--- config.mk ---
export PLATFORM = sky130hd
export DESIGN_NAME = fec_msg_fifo_flat
export DESIGN_NICKNAME = d
export VERILOG_FILES = /design/src/rtl/fec_msg_fifo_if.sv /design/src/rtl/fec_msg_fifo.sv /design/src/flat_wrapper.sv
export SDC_FILE = /design/constraint.sdc
export NUM_CORES = 1
export LEC_CHECK = 0
export BUFFER_PORTS_ARGS = -buffer_cell sky130_fd_sc_hd__buf_2
export CORE_ASPECT_RATIO = 0.7
export CORE_MARGIN = 4
export CORE_UTILIZATION = 45
export CTS_CLUSTER_SIZE = 25
export DETAILED_ROUTE_END_ITERATION = 16
export PLACE_DENSITY = 0.58
export SYNTH_ARGS = -nofsm -noshare
export SYNTH_HDL_FRONTEND = slang
export SYNTH_SLANG_ARGS = --single-unit
--- constraint.sdc ---
create_clock -name clk -period 4.3 [get_ports clk]
set_clock_uncertainty 0.1 [all_clocks]
set_input_delay 1.075 -clock clk [delete_from_list [all_inputs] [get_ports clk]]
set_output_delay 1.075 -clock clk [all_outputs]
set_load 0.02 [all_outputs]
--- src/rtl/fec_msg_fifo_if.sv ---
// rtl/fec_msg_fifo_if.sv - handshake, data and status bundle for fec_msg_fifo
interface fec_msg_fifo_if #(
    parameter int WIDTH   = 8,
    parameter int ENTRIES = 16
);
    localparam int LW = $clog2(ENTRIES + 1);

    logic             flush;
    logic             wr_en;
    logic [WIDTH-1:0] data_in;
    logic             rd_en;
    logic [WIDTH-1:0] data_out;
    logic             rd_valid;
    logic             empty;
    logic             full;
    logic             almost_full;
    logic             almost_empty;
    logic [LW-1:0]    level;
    logic             overflow;
    logic             underflow;

    modport master (
        output flush, wr_en, data_in, rd_en,
        input  data_out, rd_valid, empty, full, almost_full, almost_empty,
               level, overflow, underflow
    );

    modport slave (
        input  flush, wr_en, data_in, rd_en,
        output data_out, rd_valid, empty, full, almost_full, almost_empty,
               level, overflow, underflow
    );
endinterface

--- src/rtl/fec_msg_fifo.sv ---
// rtl/fec_msg_fifo.sv - arbitrary-depth message FIFO with level, thresholds and sticky error flags
module fec_msg_fifo #(
    parameter int WIDTH     = 8,
    parameter int ENTRIES   = 16,
    parameter int AF_THRESH = ENTRIES - 2,
    parameter int AE_THRESH = 2,
    parameter int FWFT      = 0
) (
    input logic            clk,
    input logic            rst,
    fec_msg_fifo_if.slave  bus
);
    localparam int LW = $clog2(ENTRIES + 1);
    localparam int PW = (ENTRIES > 1) ? $clog2(ENTRIES) : 1;

    if (!(ENTRIES >= 2 && AE_THRESH >= 0 && AE_THRESH < AF_THRESH && AF_THRESH <= ENTRIES)) begin : g_bad_params
        $error("fec_msg_fifo: illegal ENTRIES/AF_THRESH/AE_THRESH combination");
    end

    logic [WIDTH-1:0] mem [ENTRIES];
    logic [PW-1:0]    wr_ptr;
    logic [PW-1:0]    rd_ptr;
    logic [LW-1:0]    cnt;
    logic             ovf_q;
    logic             unf_q;
    logic             is_full;
    logic             is_empty;
    logic             wr_acc;
    logic             rd_acc;
    logic [WIDTH-1:0] dout;
    logic             valid;

    // Pointers wrap at ENTRIES-1, so depth need not be a power of two.
    function automatic logic [PW-1:0] next_ptr(input logic [PW-1:0] p);
        return (p == PW'(ENTRIES - 1)) ? '0 : p + 1'b1;
    endfunction

    // Status decodes straight from the occupancy register; pointers are never compared.
    always_comb begin
        is_full  = (cnt == LW'(ENTRIES));
        is_empty = (cnt == '0);
        wr_acc   = bus.wr_en && !is_full && !bus.flush;
        rd_acc   = bus.rd_en && !is_empty && !bus.flush;
    end

    // Storage array: no reset, only accepted writes land.
    always_ff @(posedge clk) begin
        if (!rst && wr_acc) begin
            mem[wr_ptr] <= bus.data_in;
        end
    end

    // Pointer, occupancy and sticky error bookkeeping; rst and flush clear identically.
    always_ff @(posedge clk) begin
        if (rst || bus.flush) begin
            wr_ptr <= '0;
            rd_ptr <= '0;
            cnt    <= '0;
            ovf_q  <= 1'b0;
            unf_q  <= 1'b0;
        end else begin
            if (wr_acc) begin
                wr_ptr <= next_ptr(wr_ptr);
            end
            if (rd_acc) begin
                rd_ptr <= next_ptr(rd_ptr);
            end
            case ({wr_acc, rd_acc})
                2'b10:   cnt <= cnt + 1'b1;
                2'b01:   cnt <= cnt - 1'b1;
                default: cnt <= cnt;
            endcase
            if (bus.wr_en && is_full) begin
                ovf_q <= 1'b1;
            end
            if (bus.rd_en && is_empty) begin
                unf_q <= 1'b1;
            end
        end
    end

    if (FWFT != 0) begin : g_fwft
        // Head word is presented combinationally; zero when nothing is stored.
        always_comb begin
            valid = !is_empty;
            dout  = is_empty ? '0 : mem[rd_ptr];
        end
    end else begin : g_reg
        // Registered read: data lands one cycle after the accepted read and then holds.
        always_ff @(posedge clk) begin
            if (rst) begin
                dout  <= '0;
                valid <= 1'b0;
            end else begin
                valid <= rd_acc;
                if (rd_acc) begin
                    dout <= mem[rd_ptr];
                end
            end
        end
    end

    assign bus.data_out     = dout;
    assign bus.rd_valid     = valid;
    assign bus.empty        = is_empty;
    assign bus.full         = is_full;
    assign bus.almost_full  = (cnt >= LW'(AF_THRESH));
    assign bus.almost_empty = (cnt <= LW'(AE_THRESH));
    assign bus.level        = cnt;
    assign bus.overflow     = ovf_q;
    assign bus.underflow    = unf_q;
endmodule
--- src/flat_wrapper.sv ---
// flat-port wrapper written by rule: the top's interface ports become plain ports
module fec_msg_fifo_flat 
#(
    parameter int WIDTH     = 8,
    parameter int ENTRIES   = 16,
    parameter int AF_THRESH = ENTRIES - 2,
    parameter int AE_THRESH = 2,
    parameter int FWFT      = 0
)
  (clk, rst, bus_flush, bus_wr_en, bus_data_in, bus_rd_en, bus_data_out, bus_rd_valid, bus_empty, bus_full, bus_almost_full, bus_almost_empty, bus_level, bus_overflow, bus_underflow);
  fec_msg_fifo_if #(.WIDTH(WIDTH), .ENTRIES(ENTRIES)) bus_i ();
  input logic clk;
  input logic rst;
  input wire logic [$bits(bus_i.flush)-1:0] bus_flush;
  input wire logic [$bits(bus_i.wr_en)-1:0] bus_wr_en;
  input wire logic [$bits(bus_i.data_in)-1:0] bus_data_in;
  input wire logic [$bits(bus_i.rd_en)-1:0] bus_rd_en;
  output wire logic [$bits(bus_i.data_out)-1:0] bus_data_out;
  output wire logic [$bits(bus_i.rd_valid)-1:0] bus_rd_valid;
  output wire logic [$bits(bus_i.empty)-1:0] bus_empty;
  output wire logic [$bits(bus_i.full)-1:0] bus_full;
  output wire logic [$bits(bus_i.almost_full)-1:0] bus_almost_full;
  output wire logic [$bits(bus_i.almost_empty)-1:0] bus_almost_empty;
  output wire logic [$bits(bus_i.level)-1:0] bus_level;
  output wire logic [$bits(bus_i.overflow)-1:0] bus_overflow;
  output wire logic [$bits(bus_i.underflow)-1:0] bus_underflow;
  assign bus_i.flush = bus_flush;
  assign bus_i.wr_en = bus_wr_en;
  assign bus_i.data_in = bus_data_in;
  assign bus_i.rd_en = bus_rd_en;
  assign bus_data_out = bus_i.data_out;
  assign bus_rd_valid = bus_i.rd_valid;
  assign bus_empty = bus_i.empty;
  assign bus_full = bus_i.full;
  assign bus_almost_full = bus_i.almost_full;
  assign bus_almost_empty = bus_i.almost_empty;
  assign bus_level = bus_i.level;
  assign bus_overflow = bus_i.overflow;
  assign bus_underflow = bus_i.underflow;
  fec_msg_fifo #(.WIDTH(WIDTH), .ENTRIES(ENTRIES), .AF_THRESH(AF_THRESH), .AE_THRESH(AE_THRESH), .FWFT(FWFT)) u_core (.clk(clk), .rst(rst), .bus(bus_i));
endmodule
# ---- Word level (Yosys, flattened, before mapping)
# Memory sizes are Yosys's and may differ from the RTL's. A register that Yosys moved wholly into a read port is not among the register bits.
# Index checks and enable logic that the tools add are counted.
# Widths: inputs -> output; s select.
dict set report word_totals {
  reg_bits 16
  ramBits 128
  inputBits 13
  word_cells 37
  n_memories 1
}
dict set report classes {
  n_addsub 4
  order_cmp 2
  eq_ne 5
  n_mux 5
  n_reduce_logical 14
}
# memory words word_bits read_ports rd_ports_with_merged_regs wr line_no
set memory_table {}
lappend memory_table {u_core.mem 16 8 1 1 1 fec_msg_fifo.sv:20} ;# logic [WIDTH-1:0] mem [ENTRIES];
# operator count
set ops {}
lappend ops {{$pmux 5 s2} 1}
lappend ops {{$add 4x1->4 const B} 2}
lappend ops {{$eq 4x4->1 const B} 2}
lappend ops {{$mux 4} 2}
lappend ops {{$logic_and 1x1->1} 7}
lappend ops {{$add 5x1->5 const B} 1}
lappend ops {{$eq 5x5->1 const B} 1}
lappend ops {{$ge 5x4->1 const B} 1}
lappend ops {{$le 5x2->1 const B} 1}
lappend ops {{$logic_not 5->1} 1}
lappend ops {{$sub 5x1->5 const B} 1}
lappend ops {{$logic_not 1->1} 4}
lappend ops {{$eq 2x1->1 const B} 1}
lappend ops {{$eq 2x2->1 const B} 1}
lappend ops {{$mux 1} 2}
lappend ops {{$reduce_bool 2->1} 1}
lappend ops {{$logic_or 1x1->1} 1}

# ---- Logic depth before layout (Yosys ltp)
dict set report depth {
  depth_word 7
  ltp_mapped 13
  mapped_depth_nobuf 10
}

# ---- Worst setup path after synthesis
# Ideal clock, no wire load.
dict set report synth_timing {
  path_kind {input to register}
  startpoint {input port bus_rd_en}
  endpoint {register u_core.cnt[4], in the netlist u_core.bus.level[4]}
  t_arrival_ps 3074
  path_slack_ps 1062
  stages 12
  n_path_buf 2
  path_cell_list {nor2b_1 o21ai_4 inv_2 buf_6 ha_1 clkbuf_1 xor2_1 ha_1 a21oi_1 o2bb2ai_1 or4_1 nand4_1}
}
dict set report synth_via {
  elab_chain_len 4
  elab_cells_between_ends 6
}
# element line_no
set synth_lines {}
lappend synth_lines {{start: declaration} flat_wrapper.sv:17} ;# input wire logic [$bits(bus_i.rd_en)-1:0] bus_rd_en;
lappend synth_lines {{$logic_and 1x1->1 * (2 in series)} fec_msg_fifo.sv:43} ;# rd_acc = bus.rd_en && !is_empty && !bus.flush;
lappend synth_lines {{net u_core.rd_acc} fec_msg_fifo.sv:29} ;# logic rd_acc;
lappend synth_lines {{$eq 2x1->1 or $eq 2x2->1 (tied branches)} fec_msg_fifo.sv:68} ;# case ({wr_acc, rd_acc})
lappend synth_lines {{$pmux 5 s2 or $reduce_bool 2->1 (tied branches)} n/a}
lappend synth_lines {{end signal: assignment} fec_msg_fifo.sv:69} ;# 2'b10: cnt <= cnt + 1'b1;
lappend synth_lines {{end signal: assignment} fec_msg_fifo.sv:70} ;# 2'b01: cnt <= cnt - 1'b1;
lappend synth_lines {{end signal: assignment} fec_msg_fifo.sv:71} ;# default: cnt <= cnt;
lappend synth_lines {{end: declaration} fec_msg_fifo.sv:23} ;# logic [LW-1:0] cnt;
# Mark *: on every way through the listed nets, which the timed path passes. The rest lies on a longest branch.
# A chain may end at the register's enable or synchronous reset.

# ---- Worst setup path after layout
dict set report layout_timing {
  startpoint {input port bus_flush}
  endpoint {register u_core.cnt[4], in the netlist u_core.bus.level[4]}
}
dict set report layout_via {
  elab_chain_len 4
  elab_cells_between_ends 8
}
# element line_no
set layout_lines {}
lappend layout_lines {{start: declaration} flat_wrapper.sv:14} ;# input wire logic [$bits(bus_i.flush)-1:0] bus_flush;
lappend layout_lines {{$logic_not 1->1} {fec_msg_fifo.sv:42, fec_msg_fifo.sv:43}}
lappend layout_lines {{$logic_and 1x1->1, on equally long branches} {fec_msg_fifo.sv:43, fec_msg_fifo.sv:42}}
lappend layout_lines {{$eq 2x1->1 or $eq 2x2->1 (tied branches)} fec_msg_fifo.sv:68}
lappend layout_lines {{$pmux 5 s2 or $reduce_bool 2->1 (tied branches)} n/a}
# Parallel ways exist; a longest one is shown, timed or not.

==> flow_metrics.py <==
metrics = {
    "routing": {
        "viasPerCell": 5.49,
        "met2WireLength_mm": 5.36,
        "drc": 0,
        "wl_met1_mm": 6.54,
        "wire_per_inst_um": 20.8,
        "ant_nets": 0,
        "drt_first_pass_iters": 5,
        "top_layer": "met4",
        "drt_iter0_drc": 384,
        "routed_wl_mm": 12.8,
        "wl_met3_um": 805,
        "num_vias": 3385,
    },
    "timing": {
        "period_needed_ns": 3.25,
        "hold_slack_ns": 0.376,
        "drv_slew": 0,
        "rsz0062_at_grt": "false",
        "finalHoldViolCount": 0,
        "fin_setup_tns_ns": 0,
        "worst_pin_slew_ns": 1.06,
        "slew_headroom_pct": 29.2,
        "period_share_pct": 75.7,
        "setup_viol": 0,
        "timing.fmax_ghz": 0.307,
    },
    "place": {
        "dpl-instance-area_sq_um": 6590,
        "hpwl_mm": 8.63,
        "io_buffers": 32,
        "gp_congestion": 0.783,
    },
    "final_layout": {
        "final_util_pct": 53.4,
        "nets": 441,
        "diodes": 0,
        "fillCellCount": 1101,
        "area_delta_synth_final_pct": 14.4,
        "design_area_sq_um": 7160,
        "drive_above_1_share_pct": 26.6,
    },
    "power_and_ir_drop": {
        "p_per_area_nw_per_um2": 434,
        "leakagePower_nw": 2.32,
        "p_total_w": 0.00311,
        "ir_worst_vdd_mv": 0.249,
    },
    "logic_synthesis": {
        "synth_area_leaders": "edfxtp_1, mux4_2, dfxtp_1, mux2i_1, nor2_1",
        "syn_area_sq_um": 6260,
        "async_reset_ff_share_pct": 0,
        "avgSynthCellArea_sq_um": 16.5,
        "syn_nets": 402,
        "synth_seq_cells": 152,
        "ys.warnings.count": 0,
        "synth_cell_types": 51,
        "yosysTopAreaCellShare_pct": 61.4,
        "synth_most_common_cell": "edfxtp_1",
        "yosys-top-cells-count": "edfxtp_1, nor2_1, mux2i_1",
        "synth_cells": 380,
        "synth-edff-count": 128,
        "ys_seq_area_share_pct": 69.1,
        "yosys.area.top_type": "edfxtp_1",
        "synthFlopType": "edfxtp_1",
    },
    "critical_path": {
        "critical_path_buf_inv_count": 2,
        "crit_path_max_fanout": 9,
        "critPathCaptureType": "flip-flop",
        "slowest_delay_ns": 0.49,
        "r2r_setup_slack_ns": 1.07,
        "crit_arrival_ns": 3.51,
        "critPathMostFrequentCell": "ha_1",
        "crit_chain": "buf_2 > nand2b_1 > a21oi_2 > inv_1 > ha_1 > ha_1 > a31oi_1 > o2bb2ai_1 > or4_1 > nand4_1",
        "slowest_stage": "or4_1",
        "required_ns": 4.55,
        "worstSetupStartpointType": "primary input",
        "crit_family": "simple AND/OR/NAND/NOR gates",
        "worstSetupPathType": "in2reg",
    },
    "clocking": {
        "cts_hold_buffers": 0,
        "cts_made_buffers": 17,
        "root_buffer": "clkbuf_16",
        "post-cts-setup-buffer-count": 0,
        "cts_resized": 0,
        "tritoncts": "built",
        "htree_levels": 4,
        "clkSlewWorstSetupHoldPaths_ns": 0.06,
        "clkLatencyLatePin_ns": 0.41,
        "clockBufferDepth": 2,
        "cts_sinks": 152,
    },
    "global_routing": {
        "gr-total-overflow": 0,
        "antenna_found_initial": 0,
        "grt_max_degree": 27,
        "grt_pass1_vias": 3319,
        "grt_pass1_wl_mm": 19.9,
        "grt_use_total_pct": 17.2,
    },
    "floorplanning": {
        "rows": 35,
        "dieArea_sq_um": 15900,
        "start_util_pct": 46.7,
        "die_w_um": 149,
        "ios": 33,
        "coreArea_sq_um": 13400,
        "die_h_um": 107,
    },
    "outcome": {
        "outcome": "completed",
    },
    "run": {
        "max_cap_violations": 0,
    },
    "min_path": {
        "hold_path.class": "reg2reg",
    },
}
[cell type report]
cell class                      count  area, sq um  share of cell area, %
Timing Repair Buffer               44          250                   3.50
Clock buffer                       20          437                   6.10
Inverter                            6         22.5                  0.315
Sequential cell                   152         4330                   60.4
Multi-Input combinational cell    198         1760                   24.6
Clock inverter                     12          130                   1.82
Tap cell                          185          231                   3.23
[final timing paths]
kind,start,to,depth (start not counted)
setup reg to reg,u_core.bus.level[1],u_core.bus.level[4],9
setup / recovery,bus_flush,u_core.bus.level[4],10
hold reg to reg,u_core.bus.underflow,u_core.bus.underflow,2
hold / removal,u_core.bus.underflow,u_core.bus.underflow,2
[worst register-to-register path, stage by stage (launching register included)]
cell and delay, ns:
dfxtp_1 0.43, nor4_1 0.59, a21oi_2 0.24, inv_1 0.17, ha_1 0.38, ha_1 0.36, a31oi_1 0.20, o2bb2ai_1 0.11
or4_1 0.49, nand4_1 0.10
[cell usage in the layout, fill, tap and decap left out, types with 12 or more instances in the layout]
cell | netlist | final
clkbuf_16 | 0 | 17
mux2i_1 | 27 | 27
nor2_1 | 34 | 34
dfxtp_1 | 24 | 23
a21oi_1 | 16 | 16
edfxtp_1 | 128 | 128
buf_4 | 2 | 12
mux4_2 | 24 | 24
buf_2 | 5 | 32
[cells by family after synthesis]
logic type / after synthesis / synth area share, %
DFF: 152 / 69.1
and+or+nand+nor: 80 / 6.50
AOI/OAI and AO/OA: 53 / 6.20
muxes: 51 / 13.0
buffers and inverters: 30 / 2.74
adders and majority gates: 9 / 1.80
xor gates and xnor gates: 5 / 0.700
[layer usage]
metal	vias to the layer above	global-route usage, %
li1	1577	-
met1	1701	27.3
met2	96	23.0
met3	11	3.84
met4	0	6.21
met5	-	0
[flip-flops by register name, indices dropped and copies added (netlist names)]
| register | cells |
|---|---|
| u_core.mem | 128 |
| u_core.bus.data_out | 8 |
| u_core.bus.level | 5 |
| u_core.rd_ptr | 4 |
| u_core.wr_ptr | 4 |
| u_core.bus.overflow | 1 |
| u_core.bus.rd_valid | 1 |
| u_core.bus.underflow | 1 |
[metrics by stage]
step | worst slack, ns | cells
finish | 1.05 | 617
global route | 0.942 | 617
CTS | 1.11 | 617
detailed placement | 0.692 | 585
global placement | 0.822 | 585
floorplan | 1.06 | 380
[report_power, final]
group	switching, W	internal, W
Clock	0.000563	0.000853
Sequential	0.00000732	0.00160
Combinational	0.0000535	0.0000292
(Power assumes the default switching activity.)
